## config.mk

```make
export PLATFORM = sky130hd
export DESIGN_NAME = axi_stream_fifo
export DESIGN_NICKNAME = d
export VERILOG_FILES = /design/src/rtl/axi_pkg.sv /design/src/rtl/axi_ptr_cnt.sv /design/src/rtl/axi_stream_fifo.sv
export SDC_FILE = /design/constraint.sdc
export NUM_CORES = 1
export LEC_CHECK = 0
export CORE_MARGIN = 5
export CORE_UTILIZATION = 35
export CTS_BUF_LIST = sky130_fd_sc_hd__clkbuf_4 sky130_fd_sc_hd__clkbuf_8
export CTS_CLUSTER_DIAMETER = 50
export DETAILED_ROUTE_END_ITERATION = 10
export DONT_BUFFER_PORTS = 1
export PLACE_DENSITY = 0.46
export SLEW_MARGIN = 20
export SYNTH_ARGS = -nofsm -noshare
export SYNTH_HDL_FRONTEND = slang
export SYNTH_HIERARCHICAL = 1
export SYNTH_SLANG_ARGS = --single-unit
```

## constraint.sdc

```tcl
create_clock -name aclk_i -period 2 [get_ports aclk_i]
set_input_delay 0.4 -clock aclk_i [delete_from_list [all_inputs] [get_ports aclk_i]]
set_output_delay 0.4 -clock aclk_i [all_outputs]
set_load 0.01 [all_outputs]
```

## src/rtl/axi_pkg.sv

```systemverilog
// Shared definitions for the axi_* blocks: default payload/depth constants
// and the ceil-log2 helper used to size pointers and counters.
package axi_pkg;

  localparam int AXI_DWIDTH = 8;
  localparam int AXI_DEPTH  = 4;

  // Smallest r with (1 << r) >= value; 0 for value <= 1.
  function automatic int clog2(input int value);
    int result;
    result = 0;
    for (int i = 0; i < 31; i++) begin
      if ((1 << i) < value) result = i + 1;
    end
    return result;
  endfunction

endpackage

```

## src/rtl/axi_ptr_cnt.sv

```systemverilog
// Wrapping FIFO pointer: one extra MSB beyond the index bits so that
// full and empty can be told apart when the indices are equal.
module axi_ptr_cnt
  import axi_pkg::*;
#(
  parameter int DEPTH = AXI_DEPTH,
  localparam int PW = clog2(DEPTH) + 1
) (
  input  logic          clk_i,
  input  logic          rst_n_i,
  input  logic          inc_i,
  output logic [PW-1:0] ptr_nxt_o,
  output logic [PW-2:0] idx_o
);

  logic [PW-1:0] ptr_q;
  logic [PW-1:0] ptr_d;

  // DEPTH is a power of two, so plain binary rollover of the low bits is
  // exactly modulo-DEPTH indexing.
  always_comb begin
    ptr_d = ptr_q;
    if (inc_i) ptr_d = ptr_q + PW'(1);
  end

  always_ff @(posedge clk_i or negedge rst_n_i) begin
    if (!rst_n_i) ptr_q <= '0;
    else          ptr_q <= ptr_d;
  end

  assign ptr_nxt_o = ptr_d;
  assign idx_o     = ptr_q[PW-2:0];

endmodule

```

## src/rtl/axi_stream_fifo.sv

```systemverilog
// Single-clock AXI-Stream style FIFO with registered status flags and
// registered ready/valid so no input reaches an output combinationally.
module axi_stream_fifo
  import axi_pkg::*;
#(
  parameter int DWIDTH    = AXI_DWIDTH,
  parameter int DEPTH     = AXI_DEPTH,
  parameter int AFULL_LVL = 3,
  localparam int CW = clog2(DEPTH + 1)
) (
  input  logic              aclk_i,
  input  logic              aresetn_i,
  input  logic              valid_i,
  output logic              ready_o,
  input  logic [DWIDTH-1:0] data_i,
  output logic              valid_o,
  input  logic              ready_i,
  output logic [DWIDTH-1:0] data_o,
  output logic [CW-1:0]     count_o,
  output logic              full_o,
  output logic              empty_o,
  output logic              afull_o
);

  localparam int AW = clog2(DEPTH);
  localparam int PW = AW + 1;
  localparam logic [CW-1:0] AFULL_C = CW'(AFULL_LVL);

  // Handshake: a word moves on a rising edge where valid and ready are both
  // high; valid_o/ready_o depend only on registered state, and a source
  // holding valid keeps its payload stable until ready is seen.
  logic push;
  logic pop;

  logic [PW-1:0] wr_nxt;
  logic [PW-1:0] rd_nxt;
  logic [AW-1:0] wr_idx;
  logic [AW-1:0] rd_idx;

  logic [CW-1:0] count_q, count_d;
  logic          full_q, full_d;
  logic          empty_q, empty_d;
  logic          afull_q, afull_d;
  logic          ready_q, ready_d;

  logic [DWIDTH-1:0] mem_q [DEPTH];

  assign push = valid_i && ready_q;
  assign pop  = !empty_q && ready_i;

  axi_ptr_cnt #(.DEPTH(DEPTH)) u_wr_ptr (
    .clk_i     (aclk_i),
    .rst_n_i   (aresetn_i),
    .inc_i     (push),
    .ptr_nxt_o (wr_nxt),
    .idx_o     (wr_idx)
  );

  axi_ptr_cnt #(.DEPTH(DEPTH)) u_rd_ptr (
    .clk_i     (aclk_i),
    .rst_n_i   (aresetn_i),
    .inc_i     (pop),
    .ptr_nxt_o (rd_nxt),
    .idx_o     (rd_idx)
  );

  // Flags are decoded from next-state pointers/count so the registered
  // copies always agree with count_o in the same cycle.
  always_comb begin
    count_d = count_q;
    case ({push, pop})
      2'b10:   count_d = count_q + CW'(1);
      2'b01:   count_d = count_q - CW'(1);
      default: count_d = count_q;
    endcase
    full_d  = (wr_nxt[AW] != rd_nxt[AW]) && (wr_nxt[AW-1:0] == rd_nxt[AW-1:0]);
    empty_d = (wr_nxt == rd_nxt);
    afull_d = (count_d >= AFULL_C);
    ready_d = !full_d;
  end

  always_ff @(posedge aclk_i or negedge aresetn_i) begin
    if (!aresetn_i) begin
      count_q <= '0;
      full_q  <= 1'b0;
      empty_q <= 1'b1;
      afull_q <= 1'b0;
      ready_q <= 1'b0;
    end else begin
      count_q <= count_d;
      full_q  <= full_d;
      empty_q <= empty_d;
      afull_q <= afull_d;
      ready_q <= ready_d;
    end
  end

  // Storage is deliberately left out of reset so it maps to LUT RAM.
  always_ff @(posedge aclk_i) begin
    if (push) mem_q[wr_idx] <= data_i;
  end

  assign ready_o = ready_q;
  assign valid_o = !empty_q;
  assign data_o  = mem_q[rd_idx];
  assign count_o = count_q;
  assign full_o  = full_q;
  assign empty_o = empty_q;
  assign afull_o = afull_q;

endmodule

```

Word level (Yosys, flattened, before mapping) --
Memories as Yosys holds them, arrays and structs flattened. Index checks and enable logic that the tools add are counted.
Word-level totals: bits in registers 13, latch bits 0, RAM bits 32, memory bits (read-only) 0, input port bits 12, output and inout bits 16, word-level logic and storage cells 28, memories 1
Cells by class: $add $sub $neg 4, multipliers 0, div/mod/pow operators 0, $lt $le $gt $ge 1, equality and inequality tests 5, shift operators 0, mux-type cells 5, bitwise gates (word level) 0, reductions and logical operators 5
Memories:
- mem_q | depth 4, bits a word 8, rd ports 1, clocked after Yosys merged registers in 0, write ports 1, RTL line axi_stream_fifo.sv:46 | logic [DWIDTH-1:0] mem_q [DEPTH];
Operators by type and width (count):
- 3-bit by 1-bit adder with 3-bit output, second input constant | 3
- 3-bit two-way mux | 2
- 3-bit case mux with 2 select lines | 1
- 3-bit equality test | 1
- 3-bit by 2-bit >= comparator with 1-bit output, second input constant | 1
- 1-bit logical AND | 3
- 3-bit by 1-bit subtractor with 3-bit output, second input constant | 1
- 2-bit by 1-bit equality test with 1-bit output, second input constant | 1
- 2-bit equality test | 1
- 2-bit equality test, second input constant | 1
- 1-bit zero test | 2
- 1-bit two-way mux | 2
- 1-bit != test | 1

Longest topological paths before layout --
Gate-level depths: netlist of the first run.
depth after elaboration 6, depth in mapped cells 7, gate-level depth less buffers 7

Cells and area by module --
Netlist of the first run, hierarchy kept.
By module, submodules not included:
- axi_stream_fifo | times used 1, cells an instance 78, area an instance 1522.7 µm², sequential area each 1137.3 µm²
- axi_ptr_cnt | times used 2, cells an instance 10, area an instance 138.9 µm², sequential area each 75.1 µm²

Least setup slack after synthesis of the first run --
OpenSTA, ideal clock, no wires.
kind register -> register, from reg empty_q, in the netlist empty_o, to reg afull_q, in the netlist afull_o, data arrival time 1.796 ns, required time 1.910 ns, setup slack 0.114 ns, stages on the path, launching flop included 7, path buffers 0, cell sequence dfstp_2 > nor2b_1 > ha_1 > fa_1 > xnor2_1 > or3_1 > o2111ai_1
On the way: cells in the longest elaborated chain, start to end 5, elaborated cells between the ends (all ways) 6, those cells by class 1 x order compare; 2 x eq/ne; 1 x mux; 2 x reduce/logical
Ends and longest elaborated chain:
- start, declared | RTL line axi_stream_fifo.sv:42 | logic empty_q, empty_d;
- start signal, assigned | RTL line axi_stream_fifo.sv:92 | empty_q <= empty_d;
- 1-bit zero test * | RTL line axi_stream_fifo.sv:49 | assign pop = !empty_q && ready_i;
- 1-bit logical AND * | RTL line axi_stream_fifo.sv:49
- named net pop | RTL line axi_stream_fifo.sv:33 | logic pop;
- 2-bit by 1-bit equality test with 1-bit output / 2-bit equality test (equally long branches) | RTL line axi_stream_fifo.sv:71 | case ({push, pop})
- 3-bit case mux with 2 select lines * | RTL line axi_stream_fifo.sv:71
- 3-bit by 2-bit >= comparator with 1-bit output * | RTL line axi_stream_fifo.sv:78 | afull_d = (count_d >= AFULL_C);
- named net afull_d | RTL line axi_stream_fifo.sv:43 | logic afull_q, afull_d;
- end signal, assigned | RTL line axi_stream_fifo.sv:93 | afull_q <= afull_d;
- end, declared | RTL line axi_stream_fifo.sv:43
The timed path passes the listed nets; every way through them passes the cells marked *.

Final worst setup path of the first run --
from reg u_rd_ptr.ptr_q[0], to out data_o[0]
On the way: cells in the longest elaborated chain, start to end 1
Ends and longest elaborated chain:
- start, declared | RTL line axi_ptr_cnt.sv:16 | logic [PW-1:0] ptr_q;
- start signal, assigned | RTL line axi_ptr_cnt.sv:28 | else ptr_q <= ptr_d;
- memory 4 x 8 bit
- end, declared | RTL line axi_stream_fifo.sv:18 | output logic [DWIDTH-1:0] data_o,
No other way between the ends.

==> run_results.csv, run 1 <==
group,metric,value,unit
worst_setup_path,required,1.60,ns
finish,fin_nets,123,
worst_setup_path,max_stage_delay,0.58,ns
worst_setup_path,critPathTopFamily,"multiplexers",
clocking,clock_latency,0.29,ns
yosys,netlist_instances,98,
global_route,grt_use_total,9.69,%
routing,wl_per_cell,15.8,um
floorplanning,fp.dieH,81.7,um
floorplanning,ios,28,
global_route,met3_usage,4.39,%
yosys,yosysUniqueCellTypes,25,
routing,drt-initial-drc-count,56,
worst_setup_path,critPathCaptureType,"primary output",
finish,fin_cells,178,
routing,route.detailed.drc,0,
timing,slew_headroom,62.3,%
placed_design,gp_congestion,0.738,
global_route,grt_max_degree,14,
power_and_ir_drop,fin_total_pwr,3.00,mW
floorplanning,die_w,81.7,um
worst_setup_path,setup.worst_path.class,"register to primary output",
yosys,postSynthRegisterBits,45,
run_status,status,"finished, final reports clean",
global_route,grtUsageMet2,15.6,%
floorplanning,dieArea,6680,um2
power_and_ir_drop,power_density,1500,nW/um2
finish,final_layout_size_suffix_gt1_share,26.9,%
floorplanning,rows,26,
finish,area_growth_syn_to_layout,11.3,%
yosys,seq_area_frac_synth,71.5,%
worst_setup_path,crit_chain,"buf_4, mux4_2",
routing,num_vias,827,
yosys,ys_warn_count,6,
routing,routed_wl,2820,um
timing,final_hold_viol_count,0,
global_route,top_usage_layer,"met2",
timing,drv_slew,0,
timing,finalSetupViolCount,0,
worst_setup_path,cp_slowest_cell,"mux4_2",
clocking,post_cts_buffers,0,
timing,fin_crit_sh,95.2,%
timing,rsz0062_at_grt,"false",
worst_setup_path,crit_path_start_kind,"register",
yosys,synth_fp_nets,114,
yosys,synth_area,1800,um2
floorplanning,initial_core_util,35.7,%
worst_setup_path,crit_buf_inv,1,
placed_design,numPortBuffers,0,
worst_setup_path,crit_fanout,8,
routing,vias_per_cell,4.65,
worst_setup_path,crit_arrival,1.50,ns
routing,drtAntennaViolNets,0,
job,max_cap_viol_count,0,
clocking,ctsHtreeMaxLevel,2,
yosys,syn_area_per_cell,18.4,um2
global_route,met1_usage,11.2,%
placed_design,dp_cells,169,
global_route,grt_pass1_wl,4600,um
timing,period_needed,1.90,ns
finish,post-route-util,39.7,%
timing,final.setup.tns,0,ns
placed_design,dp_hpwl,1930,um
global_route,antenna_found_initial,0,
clocking,clockBufferDepth,2,
clocking,cts-root-buf,"clkbuf_8",
timing,skew,0.00282,ns
clocking,clock-sinks,45,
clocking,cts_tree,"built",
floorplanning,core_area,5040,um2
power_and_ir_drop,p_leak,0.727,nW
clocking,cts_made_buffers,5,
global_route,grt_overflow,0,
clocking,clk_pin_slew,0.08,ns
global_route,grt_pass1_vias,899,
routing,drtPass1Iterations,3,
hold_path,hold_path_class,"input port to register",
timing,worst_pin_slew,0.564,ns
finish,n_antenna_cell,0,
power_and_ir_drop,max-vdd-ir-drop,0.000668,V
timing,clock.fmax,525,MHz
==> cell usage after synthesis <==
master,count,share of area (%)
a21o_1,1,0.42
o2111ai_1,1,0.49
mux4_2,8,10
nor2_1,1,0.21
xnor2_1,6,2.9
inv_1,3,0.63
nand2b_1,1,0.35
dfstp_2,1,1.5
buf_4,4,1.7
nor2b_1,1,0.35
nor3_1,1,0.28
o21ai_0,1,0.28
dfrtp_1,12,17
buf_6,1,0.63
xor2_1,3,1.5
and3_1,1,0.35
edfxtp_1,32,53
mux2_4,2,1.7
nor3b_1,2,0.83
or3_1,1,0.35
clkbuf_2,1,0.28
fa_1,1,1.1
nand3_1,1,0.28
nand2_1,9,1.9
ha_1,3,2.1
==> layout by cell type (no fill, tap or decap) <==
cell type,netlist,routed
a21o_1,1,1
and3_1,1,1
buf_4,4,7
clkbuf_4,0,1
clkbuf_8,0,5
clkinv_2,0,2
dfrtp_1,12,12
dfstp_2,1,1
dlygate4sd3_1,0,1
edfxtp_1,32,32
fa_2,0,1
ha_1,3,2
ha_2,0,1
inv_1,3,3
mux2_4,2,2
mux4_2,8,8
nand2_1,9,9
nand2b_1,1,1
nand3_1,1,1
nor2_1,1,1
nor2b_1,1,1
nor3_1,1,1
nor3b_1,2,2
o2111ai_1,1,1
o21ai_0,1,1
or3_1,1,1
xnor2_1,6,5
xnor2_2,0,1
xor2_1,3,3
==> flip-flops by register name, indices dropped and copies added, names as in the netlist <==
signal          count
mem_q              32
count_o             3
u_rd_ptr/ptr_q      3
u_wr_ptr/ptr_q      3
afull_o             1
empty_o             1
full_o              1
ready_o             1
==> worst paths after layout <==
check	start	to	slack (ns)	depth (start not counted)
max	u_rd_ptr/ptr_q[0]	data_o[0]	0.1	2
min	data_i[1]	mem_q[0][1]	0.20	0
max reg2reg	empty_o	afull_o	0.12	6
min reg2reg	u_wr_ptr/ptr_q[2]	u_wr_ptr/ptr_q[2]	0.49	1
max in group asynchronous	aresetn_i	empty_o	1.09	1
min in group asynchronous	aresetn_i	ready_o	0.54	1
==> layer usage <==
layer,vias to the layer above,part of all wire [%],routed length [um]
li1,376,-,-
met1,423,42,1170
met2,23,50,1400
met3,5,6.8,193
met4,0,1.8,52
met5,-,0,0
==> where the power goes <==
| group | switching [mW] | internal [mW] |
|---|---|---|
| Combinational | 0.533 | 0.493 |
| Clock | 0.281 | 0.256 |
| Sequential | 0.168 | 1.27 |
| Total | 0.982 | 2.02 |
==> metrics by stage <==
step	setup slack [ns]	hold WS [ns]	instance area (um2)
final	0.0958	0.203	2000
after global routing	0.0122	0.172	2000
after CTS	0.0569	0.189	1990
after detailed placement	0.0777	0.105	1890
after global placement	0.114	0.105	1890
after floorplan	0.114	0.104	1800
==> repair_timing <==
action	4_1_cts	5_1_grt
hold buffers	1	0
endpoints found under the setup margin	0	1
endpoints found under the hold margin	13	0
resized for setup	0	3
==> logic make-up (layout without fill, tap and decap cells) <==
logic type / after synthesis / in the layout / synth area share (%)
adder cells (fa/ha/maj): 4 / 4 / 3.20
AO/OA/AOI/OAI: 3 / 3 / 1.18
flip-flops: 45 / 45 / 71.5
XOR/XNOR: 9 / 9 / 4.38
buffers and inverters: 9 / 19 / 3.20
AND/OR/NAND/NOR: 18 / 18 / 4.86
multiplexers: 10 / 10 / 11.7
==> cell type report <==
class | count | area [um2]
sequential | 45 | 1290
inverter | 3 | 11.3
timing repair buffer | 8 | 62.6
clock buffer | 6 | 76.3
tap | 70 | 87.6
clock inverter | 2 | 10.0
multi-input combinational | 44 | 468
fill | 463 | 3040
Note: power is estimated with default switching activity, not from simulation.
==> run 2: changes to the inputs <==
--- a/config.mk
+++ b/config.mk
@@ -12,6 +12,7 @@
 export DETAILED_ROUTE_END_ITERATION = 10
 export DONT_BUFFER_PORTS = 1
 export PLACE_DENSITY = 0.46
+export SKIP_LAST_GASP = 1
 export SLEW_MARGIN = 20
 export SYNTH_ARGS = -nofsm -noshare
 export SYNTH_HDL_FRONTEND = slang
==> results of run 2 <==
The final DEF is identical to that of run 1; final timing and power are the same.
